[src/rtl/servo_bank.sv]
// Multi-channel RC-servo PWM generator with a shared frame counter and frame-aligned position updates.
// Define SERVO_SLEW_EN to limit each channel's position change to SLEW_STEP per frame.
module servo_bank #(
  parameter int unsigned CHANNELS  = 4,
  parameter int unsigned VALUE_W   = 10,
  parameter int unsigned CLK_HZ    = 16000000,
  parameter int unsigned PERIOD_US = 20000,
  parameter int unsigned MIN_US    = 1000,
  parameter int unsigned MAX_US    = 2000,
  parameter int unsigned SLEW_STEP = 8,
  localparam int unsigned CH_W     = (CHANNELS > 1) ? $clog2(CHANNELS) : 1
) (
  input  logic                CLK,
  input  logic                RST,
  input  logic                WR_EN,
  input  logic [CH_W-1:0]     WR_CH,
  input  logic [VALUE_W-1:0]  WR_VALUE,
  input  logic [CHANNELS-1:0] ENABLE,
  output logic [CHANNELS-1:0] PWM,
  output logic                FRAME_START
);

  localparam int unsigned TPU      = CLK_HZ / 1000000;
  localparam int unsigned PERIOD_T = PERIOD_US * TPU;
  localparam int unsigned MIN_T    = MIN_US * TPU;
  localparam int unsigned SPAN_T   = (MAX_US - MIN_US) * TPU;
  localparam int unsigned CNT_W    = $clog2(PERIOD_T);
  localparam int unsigned SPAN_W   = $clog2(SPAN_T + 1);
  localparam int unsigned PROD_W   = VALUE_W + SPAN_W;

  localparam logic [VALUE_W-1:0] CENTER = VALUE_W'(1) << (VALUE_W - 1);

  localparam longint unsigned MaxPulse =
      64'(MIN_T) + ((((64'd1 << VALUE_W) - 64'd1) * 64'(SPAN_T)) >> VALUE_W);

  if (MaxPulse >= 64'(PERIOD_T)) begin : g_bad_period
    $error("servo_bank: longest pulse does not leave a low interval in the frame");
  end
  if ((CLK_HZ % 1000000) != 0 || MAX_US <= MIN_US || SLEW_STEP == 0) begin : g_bad_cfg
    $error("servo_bank: invalid clock, pulse range or slew configuration");
  end

  // Full-width product, truncated after the shift; no rounding.
  function automatic logic [CNT_W-1:0] pulse_of(input logic [VALUE_W-1:0] v);
    logic [PROD_W-1:0] prod;
    prod = PROD_W'(v) * PROD_W'(SPAN_T);
    return CNT_W'(MIN_T) + CNT_W'(prod >> VALUE_W);
  endfunction

  logic [CNT_W-1:0]                   fcnt_q;
  logic [CHANNELS-1:0][VALUE_W-1:0]   shadow_q, active_q, active_d;
  logic [CHANNELS-1:0]                en_act_q;
  logic                               frame_tick;

  assign frame_tick = (fcnt_q == '0);

`ifdef SERVO_SLEW_EN
  localparam logic [VALUE_W-1:0] STEP = VALUE_W'(SLEW_STEP);

  always_comb begin
    active_d = active_q;
    for (int i = 0; i < CHANNELS; i++) begin
      if (shadow_q[i] > active_q[i]) begin
        if ((shadow_q[i] - active_q[i]) > STEP) active_d[i] = active_q[i] + STEP;
        else                                    active_d[i] = shadow_q[i];
      end else if (shadow_q[i] < active_q[i]) begin
        if ((active_q[i] - shadow_q[i]) > STEP) active_d[i] = active_q[i] - STEP;
        else                                    active_d[i] = shadow_q[i];
      end
    end
  end
`else
  always_comb begin
    active_d = shadow_q;
  end
`endif

  always_ff @(posedge CLK) begin
    if (RST) begin
      fcnt_q      <= '0;
      PWM         <= '0;
      FRAME_START <= 1'b0;
      en_act_q    <= '0;
      shadow_q    <= {CHANNELS{CENTER}};
      active_q    <= {CHANNELS{CENTER}};
    end else begin
      fcnt_q      <= (fcnt_q == CNT_W'(PERIOD_T - 1)) ? '0 : fcnt_q + CNT_W'(1);
      FRAME_START <= frame_tick;
      // Copy uses the pre-edge shadow, so a same-cycle write lands next frame.
      if (frame_tick) begin
        active_q <= active_d;
        en_act_q <= ENABLE;
      end
      for (int i = 0; i < CHANNELS; i++) begin
        if (WR_EN && (WR_CH == CH_W'(i))) shadow_q[i] <= WR_VALUE;
        PWM[i] <= en_act_q[i] && !frame_tick && (fcnt_q <= pulse_of(active_q[i]));
      end
    end
  end

endmodule

[config.mk]
export PLATFORM = sky130hd
export DESIGN_NAME = servo_bank
export DESIGN_NICKNAME = d
export VERILOG_FILES = /design/src/rtl/servo_bank.sv
export SDC_FILE = /design/constraint.sdc
export NUM_CORES = 1
export LEC_CHECK = 0
export CORE_MARGIN = 4
export CORE_UTILIZATION = 50
export CTS_BUF_LIST = sky130_fd_sc_hd__clkbuf_8
export CTS_CLUSTER_SIZE = 30
export DETAILED_ROUTE_END_ITERATION = 10
export PLACE_DENSITY = 0.69
export SLEW_MARGIN = 15
export SYNTH_ARGS = -nofsm -noshare
export SYNTH_HDL_FRONTEND = slang
export SYNTH_SLANG_ARGS = --single-unit
[constraint.sdc]
create_clock -name CLK -period 5.96 [get_ports CLK]
set_clock_uncertainty 0.2 [all_clocks]
set_input_delay 0.596 -clock CLK [delete_from_list [all_inputs] [get_ports CLK]]
set_output_delay 0.596 -clock CLK [all_outputs]
set_load 0.03 [all_outputs]
# Word-level counts from Yosys, hierarchy flattened
# Index checks and enable logic that the tools add are counted.
# Widths: inputs -> output; s select.
[op_classes]
n_shift = 0
n_eq_ne = 4
mux = 0
n_addsub = 5
bitwise = 0
order_cmp = 4
n_reduce_logical = 16
div_mod_pow = 0
mul = 4
[ops]
columns = ["operator", "n"]
rows = [
  ["$le 19x15->1", 4],
  ["$mul 10x7->17 const B", 4],
  ["$add 14x14->15 const A", 4],
  ["$add 19x1->19 const B", 1],
  ["$eq 19x19->1 const B", 1],
  ["$logic_not 19->1", 1],
  ["$logic_and 1x1->1", 12],
  ["$eq 2x2->1 const B", 2],
  ["$eq 2x1->1 const B", 1],
  ["$logic_not 2->1", 1],
  ["$reduce_or 2->1", 1],
  ["$logic_not 1->1", 1],
]
[totals]
elab_cells = 45
reg_bits = 108
out_inout_bits = 5
mem_count = 0
latchBits = 0
in_bits = 19
mem_bits_ro = 0
ram_bits = 0

# Depth between registers and ports, before layout
# Gate-level depths: netlist of run 1.
[logic_depth]
word_depth = 4
ltp_mapped = 24
depth_no_buf = 24

# Least setup slack after synthesis of run 1
# No wires, ideal clock.
[synth_timing]
path_kind = "reg-to-reg"
start = "register active_q[14] in the netlist's numbering"
end = "register PWM[1]"
setup_ns = 0.070
slack_ns = 0.102
t_required_ns = 5.690
arrival_ns = 5.588
stages_incl_launch_ff = 22
period_less_slack_ns = 5.858
path_buffers = 0
cell_sequence = "dfxtp_1 -> inv_1 -> fa_1 -> fa_1 -> inv_1 -> fa_1 -> inv_1 -> fa_1 -> inv_1 -> ha_1 -> or2_2 -> a21oi_1 -> a21oi_1 -> xor2_1 -> ha_1 -> or3_1 -> nor3_2 -> xnor2_1 -> ha_1 -> nand4_1 -> or4_1 -> a21oi_1"
[synth_via]
elab_chain_cells = 4
[synth_lines]
columns = ["element", "line", "rtl"]
rows = [
  ["start: declaration", "51", "logic [CHANNELS-1:0][VALUE_W-1:0] shadow_q, active_q, active_d;"],
  ["start signal: assignment", "85", "active_q <= {CHANNELS{CENTER}};"],
  ["start signal: assignment", "91", "active_q <= active_d;"],
  ["$mul 10x7->17", "46", "prod = PROD_W'(v) * PROD_W'(SPAN_T);"],
  ["$add 14x14->15", "47", "return CNT_W'(MIN_T) + CNT_W'(prod >> VALUE_W);"],
  ["$le 19x15->1", "96", "PWM[i] <= en_act_q[i] && !frame_tick && (fcnt_q <= pulse_of(active_q[i]));"],
  ["$logic_and 1x1->1", "96", ""],
  ["end signal: indexed assignment", "96", ""],
  ["end: declaration", "19", "output logic [CHANNELS-1:0] PWM,"],
]
# No other way between the ends.
# A chain may end at the register's enable or synchronous reset.

# Worst setup path in the final report of run 1
[layout_timing]
start = "register active_q[22] in the netlist's numbering"
end = "register PWM[2]"
# The elaborated chain is that of the path after synthesis.

==> results.md, run 1 <==
- Die width: approximately 170 um
- Antenna Nets Post-Route: 0
- DP Area: about 13000 um^2
- Clock sink count: ~110
- Max-cap violation count: 0
- YS warnings: 0
- CP max FO: 5
- Slowest CP cell: fa_1
- Setup ws final: between 0.1 and 0.15 ns
- Boundary pin count: 24
- Layout area overhead: 11.96%
- DRC: 0
- H-tree depth: 3
- TritonCTS clock tree: done
- Worst VDD drop: between 0.09 and 0.1 mV
- Drt initial violations: roughly 540
- Overall Global Routing Usage: 0.2008
- Seq cells post-synth: 108
- Post-Syn Area: about 12000 um^2
- Maximum clock frequency: about 0.17 GHz
- Slowest cell delay on critical path: about 0.55 ns
- Cell taking the most area after synthesis: ha_1
- Final Cell Area: 13880 um^2
- Reg power frac: 0.346
- Cell mode on critical path: fa_1
- Final Total Pwr: roughly 0.0022 W
- Power per cell area: 160.9 nW/um^2
- Combinational power share: 0.423
- Cell chain of the critical path: buf_4, fa_1, inv_1, fa_1, inv_1, fa_1, fa_1, ha_4, a2111oi_4, o31ai_1, nand2_1, o21bai_2, xnor2_2, or3b_4, nor3_4, xnor2_1, ha_1, nand4_1, or4_1, a31oi_1
- Num CTS Buffers: 9
- Root buffer cell: clkbuf_8
- Post-synthesis sequential area ratio: 0.1743
- Die Ht: ~170 um
- Slew headroom: 0.2735
- Nature of the critical path endpoint: flop
- Clock share of power: 0.231
- Starting Density: 0.5085
- Via count: 9417
- Fin crit period: 5.811 ns
- Vias in the first global route: around 9100
- LEAKAGE: between 6 and 7 nW
- Pins Over Slew Limit: 0
- Worst Hold Class: flop to flop
- Core area: around 24000 um^2
- Inst Count DP: between 1500 and 2000
- Psw: between 0.0008 and 0.0009 W
- WL/cell: 15.20 um
- Die ar.: about 27000 um^2
- First-pass DRT Iterations: 4
- Top_reg_cell synth: dfxtp_1
- CP delay by family, top: adder cells
- Required time worst endpoint: roughly 6.1 ns
- Top cells by area, synth: ha_1 22%, fa_1 19%, dfxtp_1 17%
- Largest net degree at the start of global routing: 90
- Finished Layout Cells: between 1500 and 2000
- Status: finished clean
- Nature of the critical path startpoint: flop
- Skew-Pair Late Insertion Delay: about 0.4 ns
- Syn Nets: 1757
- Antenna violations before repair: 0
- Clk pin slew, worst setup/hold paths: between 0.1 and 0.15 ns
- Final worst path period share: 0.9751
- Synth unique cells: between 60 and 70
- IO buf count: 23
- First-pass GRT wire length: approximately 44000 um
- Hold Vio Cnt, Final: 0
- Placer Congestion: 0.8501
- Sw frac: 0.3922
- Layout cells sized above 1: 0.1094
- Post-synth EDFFs: 0
- Post-placement setup slack: -0.03027 ns
- Post-DP HPWL: around 21000 um
- Crit path kind: flop to flop
- CTS Buffer Depth: 2
- Routed vias/inst: between 5 and 6
- Ant diodes: 0
- Arrival time at the worst endpoint: 5.95 ns
- Buf/Inv on CP: 3
- Synth async-reset ratio: 0
- Slew @ Worst Pin: around 1.1 ns
- Internal power: ~0.0014 W
- Synth Area per Inst: roughly 8.9 um^2
- Fin nets: around 1800
- Final wirelength: 27150 um
- Remaining Overflow, GRT: 0
- Setup TNS Final: 0 ns
- Synth Instances: between 1000 and 1500
- Endpoints failing setup: 0
- Row cnt: 57
- Area fraction of the dominant cell type after synthesis: 0.2240
## power by group through the flow
stage	registers [W]	logic, W	clock network [W]
2_1_floorplan	0.000787	0.000667	0
3_3_place_gp	0.000788	0.000846	0
3_5_place_dp	0.000789	0.000868	0
4_1_cts	0.000773	0.000879	0.000523
5_1_grt	0.000776	0.00107	0.000548
6_report	0.000772	0.000946	0.000516
## metal layers
layer / up-vias / global-route usage / share of wire
met5: - / 0 / 0
met4: 0 / 0.04949 / 0.017
met3: 25 / 0.02184 / 0.028
met2: 106 / 0.3387 / 0.49
met1: 4531 / 0.2772 / 0.46
li1: 4755 / - / -
## path summary, 6_finish.rpt
path / end / slack (ns) / start / depth (start not counted)
worst max-delay path: PWM[2] / 0.15 / active_q[22] / 20
worst min-delay path: active_q[1] / 0.26 / active_d[1] / 2
worst max register to register: PWM[2] / 0.15 / active_q[22] / 20
worst min register to register: active_q[1] / 0.26 / active_d[1] / 2
## synthesized netlist by cell type, types with 9 or more instances
library cell	number
dfxtp_1	108
nor2b_1	17
a21oi_1	100
fa_1	120
nor2_1	79
nand2b_1	14
a21o_1	27
o21a_1	11
xor2_1	44
mux2i_1	20
or3_1	11
nand3_1	18
inv_1	221
nor3_1	10
nand4_1	18
o21ai_0	35
a211oi_1	9
clkbuf_1	22
ha_1	222
nand2_1	150
xnor2_1	34
## area by class of cell
cell class                      count  area (um^2)
Multi-Input combinational cell   1039         9603
Inverter                          221        829.5
Clock inverter                      7        93.84
Tap cell                          324        405.4
Clock buffer                        9        123.9
Fill cell                        2141        10510
Timing Repair Buffer               78        641.9
Sequential cell                   108         2187
## per-stage QoR
step / hold WS (ns) / utilization
floorplan: 0.2122 / -
global placement: 0.2388 / 0.5414
detailed placement: 0.2454 / 0.5414
CTS: 0.2613 / 0.5508
global route: 0.2713 / 0.5693
finish: 0.2583 / 0.5693
## registers in the layout, summed over array words and instances, names as in the netlist
name / flops
en_act_q: 4
PWM: 4
active_q: 40
fcnt_q: 19
FRAME_START: 1
active_d: 40
## cells in the final DEF (no fill, tap or decap), types with 7 or more instances in the layout
| cell | n |
|---|---|
| or3_1 | 8 |
| nand4_1 | 18 |
| a21o_1 | 27 |
| ha_1 | 210 |
| inv_2 | 7 |
| nand3_1 | 18 |
| clkdlybuf4s50_1 | 22 |
| dfxtp_2 | 14 |
| xnor2_1 | 31 |
| nor2_1 | 76 |
| o21ai_0 | 31 |
| nand2b_1 | 14 |
| clkbuf_8 | 9 |
| inv_1 | 214 |
| nor3_1 | 10 |
| dfxtp_1 | 92 |
| o21a_1 | 11 |
| fa_1 | 119 |
| o21ai_1 | 8 |
| xor2_1 | 42 |
| nor2b_1 | 17 |
| mux2i_1 | 19 |
| a211o_1 | 8 |
| buf_4 | 54 |
| nand2_1 | 149 |
| a21oi_1 | 94 |
| a211oi_1 | 8 |
## kinds of logic after synthesis
group	share of synthesized area
simple gates	0.1397
fa+ha+maj	0.4177
buf+inv	0.07577
compound gates	0.1181
flops	0.1743
xor+xnor	0.05640
mux	0.01796
## timing repair
action	4_1_cts	5_1_grt
setup endpoints to repair	2	4
hold buffers	0	0
resized for setup	3	79
pin swaps	1	56
gates cloned	0	0
buffers inserted	0	18
## worst reg2reg max path, delay by kind of cell (launching register included)
| kind | cells | cell delay (ns) |
|---|---|---|
| adder cells (fa/ha/maj) | 6 | 2.53 |
| XOR/XNOR | 2 | 0.36 |
| flip-flops | 1 | 0.34 |
| AND/OR/NAND/NOR | 5 | 1.30 |
| buffers and inverters | 3 | 0.27 |
| AO/OA/AOI/OAI | 4 | 0.75 |
Power figures use the tool's default switching activity.
==> run 2, diff against run 1 <==
--- a/config.mk
+++ b/config.mk
@@ -5,7 +5,6 @@
 export SDC_FILE = /design/constraint.sdc
 export NUM_CORES = 1
 export LEC_CHECK = 0
-export CORE_MARGIN = 4
 export CORE_UTILIZATION = 50
 export CTS_BUF_LIST = sky130_fd_sc_hd__clkbuf_8
 export CTS_CLUSTER_SIZE = 30
==> run 2 against run 1 <==
Against the previous run: combinational power about the same; worst hold slack worse by 0.0085 ns; worst setup slack better by 0.038 ns; design area up 0.41%; highest routed layer unchanged; power is 1.1% higher; sequential cell count did not move; maximum frequency grew 0.66%; non-clock buffer count stayed put.
==> results.md, run 2 (synthesis gave the netlist of run 1 again) <==
- Antenna Nets Post-Route: 0 (unchanged)
- Pins Over Slew Limit: 0 (unchanged)
- Post-Route Utilization: 0.5732 (+0.003985)
- Slew @ Worst Pin: 1.140 ns (+0.05003 ns)
- DRC: 0 (unchanged)
- Vias in the first global route: 9441 (+4.0%)
- Required time worst endpoint: 6.08 ns (-0.02 ns)
- LEAKAGE: 6.489 nW (+0.31%)
- Inst Count DP: 1753 (+0.057%)
- Power per cell area: 161.9 nW/um^2 (+0.65%)
- Boundary pin count: 24 (unchanged)
- Post-DP HPWL: 20930 um (-0.41%)
- Hold Buf Count CTS: 0 (unchanged)
- Most common cell after layout, fill and taps aside: inv_1
- Ant diodes: 0 (unchanged)
- CTS Buffer Depth: 2 (unchanged)
- Remaining Overflow, GRT: 0 (unchanged)
- Via count: 9534 (+1.2%)
- Finished Layout Cells: 1786 (unchanged)
- H-tree depth: 3 (unchanged)
- Crit path kind: flop to flop
- Fin nets: 1818 (unchanged)
- Die Ht: 159.5 um (-3.6%)
- WL/cell: 15.26 um (+0.43%)
- Num CTS Buffers: 9 (unchanged)
- Fin crit period: 5.773 ns (-0.03814 ns)
- Hold slack: 0.2497 ns (-0.008536 ns)
- Cell chain of the critical path: fa_1, inv_1, fa_1, inv_1, fa_1, fa_1, ha_4, o21ai_1, o21a_1, o21a_2, nor2_4, xor2_2, ha_2, or3_4, nor3_4, xnor2_1, ha_1, nand4_1, or4_4, a21oi_2
- First-pass DRT Iterations: 5 (+1)
- Row cnt: 57 (unchanged)
- Endpoints failing setup: 0 (unchanged)
- Status: finished clean
- Layout area overhead: 12.41%
- Clk pin slew, worst setup/hold paths: 0.12 ns (about the same)
- TritonCTS clock tree: done
- Die ar.: 25440 um^2 (-7.1%)
- Cell mode on critical path: fa_1
- Core area: 24320 um^2 (-0.29%)
- Nature of the critical path startpoint: flop
- Worst Hold Class: flop to flop
- Arrival time at the worst endpoint: 5.89 ns (-0.06 ns)
- Final wirelength: 27260 um (+0.43%)
- Skew-Pair Late Insertion Delay: 0.39 ns (about the same)
- Placer Congestion: 0.8249 (-3.0%)
- Max-cap violation count: 0 (unchanged)
- Drt initial violations: 406 (-25%)
- Slowest cell delay on critical path: 0.56 ns (about the same)
- CP max FO: 3 (-2)
- Starting Density: 0.5100 (+0.001491)
- First-pass GRT wire length: 45150 um (+2.1%)
- Slowest CP cell: fa_1
- Commonest non-fill, non-tap cells in the layout: 212 x inv_1, 211 x ha_1, 148 x nand2_1
- Slew headroom: 0.2401 (-0.03335)
- Die width: 159.5 um (-3.6%)
- Antenna violations before repair: 0 (unchanged)
- Overall Global Routing Usage: 0.2180 (+0.01722)
- Routed vias/inst: 5.338 (+1.2%)
- Largest net degree at the start of global routing: 90 (unchanged)
- Layout cells sized above 1: 0.1135 (+0.004104)
- IO buf count: 23 (unchanged)
- Final worst path period share: 0.9687 (-0.006400)
- Root buffer cell: clkbuf_8
- Worst VDD drop: 0.1084 mV (+17%)
- Nature of the critical path endpoint: flop
- Clock sink count: 108 (unchanged)
- Hold Vio Cnt, Final: 0 (unchanged)
- Maximum clock frequency: 0.1732 GHz (+0.66%)
run 2: changes by cell type in the layout (fill, tap and decap cells not counted), moves of 2 or more:
cell    delta
ha_4       +2
inv_1      -2
ha_2       -3
inv_2      +2
o21a_1     -2
run 2: worst paths after layout:
path                     start     endpoint  slack [ns]  cells after the start
setup / recovery  active_q[12]       PWM[1]        0.19                     20
hold / removal     active_d[7]  active_q[7]        0.25                      2
setup reg to reg  active_q[12]       PWM[1]        0.19                     20
hold reg to reg    active_d[7]  active_q[7]        0.25                      2
run 2: metal layers:
layer | track usage | up-vias | share of wire
met5 | 0 | - | 0
met4 | 0.08348 | 0 | 0.031
met3 | 0.02032 | 40 | 0.030
met2 | 0.3599 | 130 | 0.48
met1 | 0.2955 | 4609 | 0.46
li1 | - | 4755 | -
run 2: layout make-up:
class,count,area [um^2]
Fill cell,2150,10380
Multi-Input combinational cell,1039,9647
Sequential cell,108,2188
Inverter,221,829.5
Timing Repair Buffer,78,641.9
Tap cell,324,405.4
Clock buffer,9,123.9
Clock inverter,7,105.1
run 2: per-stage QoR:
stage	instance area, um^2	TNS, ns	total power [W]	setup slack (ns)
global route	13940	-0.1152	0.002427	-0.04226
finish	13940	0	0.002257	0.1868
floorplan	12400	0	0.001454	0.1024
CTS	13460	0	0.002198	0.00002665
detailed placement	13210	-0.02834	0.001659	-0.02834
global placement	13210	0	0.001638	0.07599
run 2: what timing repair did:
item,in CTS,in global routing
pin swaps,2,53
buffers inserted,0,17
endpoints found under the setup margin,1,4
gates resized for setup,3,88
run 2: worst max-delay path, delay by kind of cell (launching register included):
kind / cells / cell delay (ns)
adder cells (fa/ha/maj): 7 / 2.88
AND/OR/NAND/NOR: 5 / 1.31
AO/OA/AOI/OAI: 4 / 0.65
flip-flops: 1 / 0.35
XOR/XNOR: 2 / 0.18
buffers and inverters: 2 / 0.12
run 2: power by group:
group          internal (W)  total (W)  switching [W]
registers          0.000746   0.000772      0.0000264
logic              0.000407   0.000947       0.000540
clock network      0.000244   0.000538       0.000294
